--- src/rtl/instr_fetch.sv ---
// instr_fetch: instruction fetch unit with one outstanding memory read and a 2-entry buffer
module instr_fetch (
  input  logic        i_clk,
  input  logic        i_rst,
  input  logic [11:0] i_PC,
  output logic        o_incPC,
  input  logic        i_flush,
  output logic        o_memReq,
  output logic [11:0] o_memAddr,
  input  logic        i_memAck,
  input  logic        i_memValid,
  input  logic [15:0] i_memData,
  output logic [15:0] o_instr,
  output logic [11:0] o_instrPC,
  output logic        o_instrValid,
  input  logic        i_instrReady
);
  typedef enum logic [1:0] {IDLE, REQ, WAIT} state_t;
  state_t      state_q, state_d;
  logic [1:0]  count_q, count_d, occ;
  logic        discard_q, discard_d;
  logic        start_q;
  logic [11:0] pend_q, pend_d;
  logic [27:0] e0_q, e0_d, e1_q, e1_d;
  logic        push, pop;
  // FIFO bookkeeping: a flush empties the buffer and masks any pop in the same cycle
  always_comb begin
    push    = (state_q == WAIT) && i_memValid && !discard_q && !i_flush;
    pop     = (count_q != 2'd0) && i_instrReady && !i_flush;
    occ     = count_q - {1'b0, pop};
    count_d = i_flush ? 2'd0 : occ + {1'b0, push};
    e0_d    = pop ? e1_q : e0_q;
    e1_d    = e1_q;
    if (push && occ == 2'd0) e0_d = {pend_q, i_memData};
    if (push && occ != 2'd0) e1_d = {pend_q, i_memData};
  end
  // Fetch FSM: credit check keeps buffered plus in-flight entries within the 2-entry FIFO
  always_comb begin
    state_d   = state_q;
    discard_d = discard_q;
    pend_d    = pend_q;
    o_incPC   = 1'b0;
    o_memReq  = 1'b0;
    case (state_q)
      IDLE: state_d = (!i_flush && start_q && count_q < 2'd2) ? REQ : IDLE;
      REQ: begin
        o_memReq = !i_flush;
        if (i_flush) state_d = IDLE;
        else if (i_memAck) begin
          o_incPC = 1'b1;
          pend_d  = i_PC;
          state_d = WAIT;
        end
      end
      WAIT: begin
        if (i_memValid) begin
          discard_d = 1'b0;
          state_d   = (!i_flush && count_d < 2'd2) ? REQ : IDLE;
        end else if (i_flush) discard_d = 1'b1;
      end
      default: state_d = IDLE;
    endcase
  end
  // Outputs are forced to zero when no request or no entry is present, so reset clears them at once
  assign o_memAddr    = (state_q == REQ) ? i_PC : 12'd0;
  assign o_instrValid = count_q != 2'd0;
  assign o_instr      = o_instrValid ? e0_q[15:0] : 16'd0;
  assign o_instrPC    = o_instrValid ? e0_q[27:16] : 12'd0;
  // State registers; start_q delays the first request to the second edge after reset release
  always_ff @(posedge i_clk or posedge i_rst) begin
    if (i_rst) begin
      state_q   <= IDLE;
      count_q   <= 2'd0;
      discard_q <= 1'b0;
      start_q   <= 1'b0;
      pend_q    <= 12'd0;
      e0_q      <= 28'd0;
      e1_q      <= 28'd0;
    end else begin
      state_q   <= state_d;
      count_q   <= count_d;
      discard_q <= discard_d;
      start_q   <= 1'b1;
      pend_q    <= pend_d;
      e0_q      <= e0_d;
      e1_q      <= e1_d;
    end
  end
endmodule

--- config.mk ---
export PLATFORM = sky130hd
export DESIGN_NAME = instr_fetch
export DESIGN_NICKNAME = d
export VERILOG_FILES = /design/src/rtl/instr_fetch.sv
export SDC_FILE = /design/constraint.sdc
export NUM_CORES = 1
export LEC_CHECK = 0
export CAP_MARGIN = 15
export CORE_ASPECT_RATIO = 1.75
export CORE_MARGIN = 2
export CORE_UTILIZATION = 54
export CTS_BUF_LIST = sky130_fd_sc_hd__clkbuf_16
export CTS_CLUSTER_SIZE = 28
export DETAILED_ROUTE_END_ITERATION = 6
export GPL_TIMING_DRIVEN = 0
export PLACE_DENSITY = 0.85
export SYNTH_ARGS = -nofsm -noshare
export SYNTH_HDL_FRONTEND = slang
export SYNTH_SLANG_ARGS = --single-unit
--- constraint.sdc ---
create_clock -name i_clk -period 6.88 [get_ports i_clk]
set_clock_uncertainty 0.2 [all_clocks]
set_input_delay 1.032 -clock i_clk [delete_from_list [all_inputs] [get_ports i_clk]]
set_output_delay 1.032 -clock i_clk [all_outputs]
set_load 0.03 [all_outputs]
==> impl_metrics.csv <==
group,metric,value,unit
critical_path,cpMaxStageDelayCell,"clkdlybuf4s50_1",
global_route,antenna_violations_before_repair,0,
min_path,holdCritPathClass,"reg -> reg",
detailed_routing,drt_iter0_markers,122,
yosys,postSynthCellCount,288,
critical_path,cp_max_stage_delay,0.68,ns
placed_design,place.port_buffers,76,
placed_design,post_dp_cell_area,4270,µm²
placed_design,count_of_placed_standard_cells_including_taps,444,
cts,tritoncts,"done",
detailed_routing,viasPerCell,5.12,
timing,setup_ws,2.70,ns
cts,clk_pin_slew_worst_paths,0.05,ns
critical_path,crit_chain,"clkdlybuf4s50_1 -> nor2b_4 -> and2_1 -> buf_2 -> buf_6 -> clkdlybuf4s50_1",
critical_path,cp_data_arrival_time,2.95,ns
yosys,synth_register_bits,74,
job,max-cap-violations,0,
timing,max_clock_freq,0.239,GHz
cts,postCtsSetupBuffers,0,
timing,final_period_minus_worst_setup_slack,4.18,ns
global_route,grt_max_degree,75,
final_layout,stdcell_count,460,
global_route,via_count_of_the_first_global_routing_pass,2393,
critical_path,crit_path_frequent_cell,"clkdlybuf4s50_1",
final_layout,fin_area,4530,µm²
floorplanning,rows,38,
yosys,avgSynthCellArea,11.8,µm²
outcome,outcome,"finished clean",
pwr,worst_ir_drop_vdd,0.224,mV
floorplanning,die_width,64.1,µm
cts,clock_path_buffers,2,
placed_design,hpwlAfterDp,4740,µm
cts,worstSkewPairLatency,0.33,ns
final_layout,drive_above_1_share,13.2,%
placed_design,gp_congestion,0.740,
cts,ctsRootBufferMaster,"clkbuf_16",
pwr,total_power,1.27,mW
cts,cts.repair.resized,0,
timing,fin_crit_sh,60.8,%
cts,numCtsBuffers,9,
yosys,synth_cell_types,26,
timing,timing.final.max_slew_violations,0,
critical_path,maximum_fanout_along_the_worst_path,10,
timing,rsz_0062_raised_after_global_routing,"false",
detailed_routing,wirelength,6860,µm
pwr,static-leakage-power,2.01,nW
yosys,ys.warnings.count,0,
detailed_routing,drt_pre_antenna_iters,3,
floorplanning,starting_utilization_of_the_core_area,55.6,%
yosys,syn-cell-area,3410,µm²
critical_path,crit_type,"in -> out",
cts,cts_hold_buffers,0,
cts,cts_num_sinks,74,
floorplanning,core-area,6130,µm²
final_layout,total_inserted_antenna_cells,0,
pwr,powerDensity,279,nW/µm²
yosys,postSynthNetCount,324,
detailed_routing,drt-wirelength-per-cell,14.9,µm
floorplanning,die_height,109,µm
timing,maxSlewHeadroom,42.6,%
detailed_routing,via_count,2355,
placed_design,post_place_setup_slack,2.72,ns
final_layout,flow.area_growth_from_synthesis,32.8,%
critical_path,startpoint_type,"primary input",
detailed_routing,antenna_violating_nets_post_route,0,
critical_path,critPathRequiredTime,5.65,ns
global_route,global_route_wire_length_before_repair,11400,µm
floorplanning,design.portCount,77,
floorplanning,floorplan.die_area,6990,µm²
detailed_routing,drc,0,
global_route,gr-total-overflow,0,
cts,level_count_of_the_clock_h_tree,3,
timing,final-hold-violation-count,0,
yosys,yosysSeqAreaShare,54.3,%
global_route,grt.total_usage,21.7,%
timing,worst_slew_pin_slew,0.861,ns
critical_path,cp-end-kind,"output pin",
final_layout,final_nets,411,
timing,setup_tns,0,ns
timing,final-setup-viol-count,0,
## where the power goes
group / switching [mW] / total [mW] / internal, mW / leakage, nW
registers: 0.0635 / 0.617 / 0.554 / 0.962
clock network: 0.163 / 0.399 / 0.236 / 0.140
logic: 0.105 / 0.249 / 0.145 / 0.908
total: 0.331 / 1.27 / 0.934 / 2.01
## state kept, by name, summed over array words and instances (netlist names)
name,count
discard_q,1
e0_q,28
start_q,1
count_q,2
e1_q,28
pend_q,12
state_q,2
## through the flow
step | hold WS (ns) | utilization, %
after floorplan | 0.258 | -
after global placement | 0.266 | 69.6
after detailed placement | 0.277 | 69.7
after CTS | 0.288 | 73.8
after global routing | 0.300 | 73.8
final | 0.284 | 73.8
## worst max-delay path, delay by kind of cell
family	cells	cell delay [ns]
buffers and inverters	4	1.61
AND/OR/NAND/NOR	2	0.30
## Yosys cell counts
cell / count / area, µm²
ha_1: 2 / 25.0
mux2_2: 20 / 225
nor2b_4: 1 / 13.8
a21o_1: 1 / 7.51
a21oi_1: 30 / 150
nand4_1: 1 / 6.26
xnor2_1: 1 / 8.76
nand2_1: 2 / 7.51
conb_1: 1 / 3.75
buf_4: 1 / 7.51
buf_6: 4 / 45.0
inv_1: 6 / 22.5
nor2b_2: 1 / 8.76
mux2_1: 20 / 225
mux2i_1: 28 / 280
o22a_1: 1 / 8.76
clkbuf_1: 5 / 18.8
buf_2: 7 / 35.0
dfrtp_1: 74 / 1850
nor2b_1: 32 / 200
xnor2_2: 1 / 16.3
nor2_1: 33 / 124
a21oi_4: 1 / 16.3
nor3b_2: 1 / 12.5
and3b_1: 1 / 8.76
and2_1: 13 / 81.3
## worst paths after layout
kind,from,end,slack [ns],depth (start not counted)
worst max-delay path,i_flush,o_incPC,2.70,6
worst min-delay path,e1_q[7],e1_q[7],0.28,1
worst max register to register,count_q[1],e1_q[16],4.18,8
worst min register to register,e1_q[7],e1_q[7],0.28,1
max in group asynchronous,i_rst,e0_q[27],4.88,2
min in group asynchronous,i_rst,e0_q[8],1.06,2
## layout by cell type, fill, tap and decap left out, types with 9 or more instances in the layout
cell,instances
mux2_2,20
nor2b_1,32
nor2_1,33
and2_1,13
clkbuf_16,9
mux2_1,20
dfrtp_1,74
a21oi_1,30
clkdlybuf4s50_1,76
mux2i_1,28
## per-layer routing
| metal | wire (µm) | up-vias | global-route usage (%) |
|---|---|---|---|
| met2 | 3700 | 53 | 38.4 |
| met3 | 241 | 10 | 4.85 |
| met1 | 2770 | 1152 | 24.7 |
| li1 | - | 1140 | - |
| met4 | 147 | 0 | 9.94 |
| met5 | 0 | - | 0 |
## cells by family (layout without fill, tap and decap cells)
kind of cell	count (synthesis)	in the layout	synth area share (%)
buffers and inverters	23	115	3.78
XOR/XNOR	2	2	0.734
adder cells (fa/ha/maj)	2	2	0.734
flip-flops	74	74	54.3
AO/OA/AOI/OAI	33	33	5.36
other	1	1	0.110
multiplexers	68	68	21.4
AND/OR/NAND/NOR	85	85	13.6
## final cells by class
cell class / count / area [µm²]
multi-input cells: 191 / 1430
clock buffers: 9 / 225
flip-flops and latches: 74 / 1850
plain buffers: 17 / 106
fillers: 438 / 1600
inverters: 6 / 25.0
repair buffers: 76 / 761
well taps: 80 / 100
clock inverters: 7 / 30.0
(Power assumes the default switching activity.)
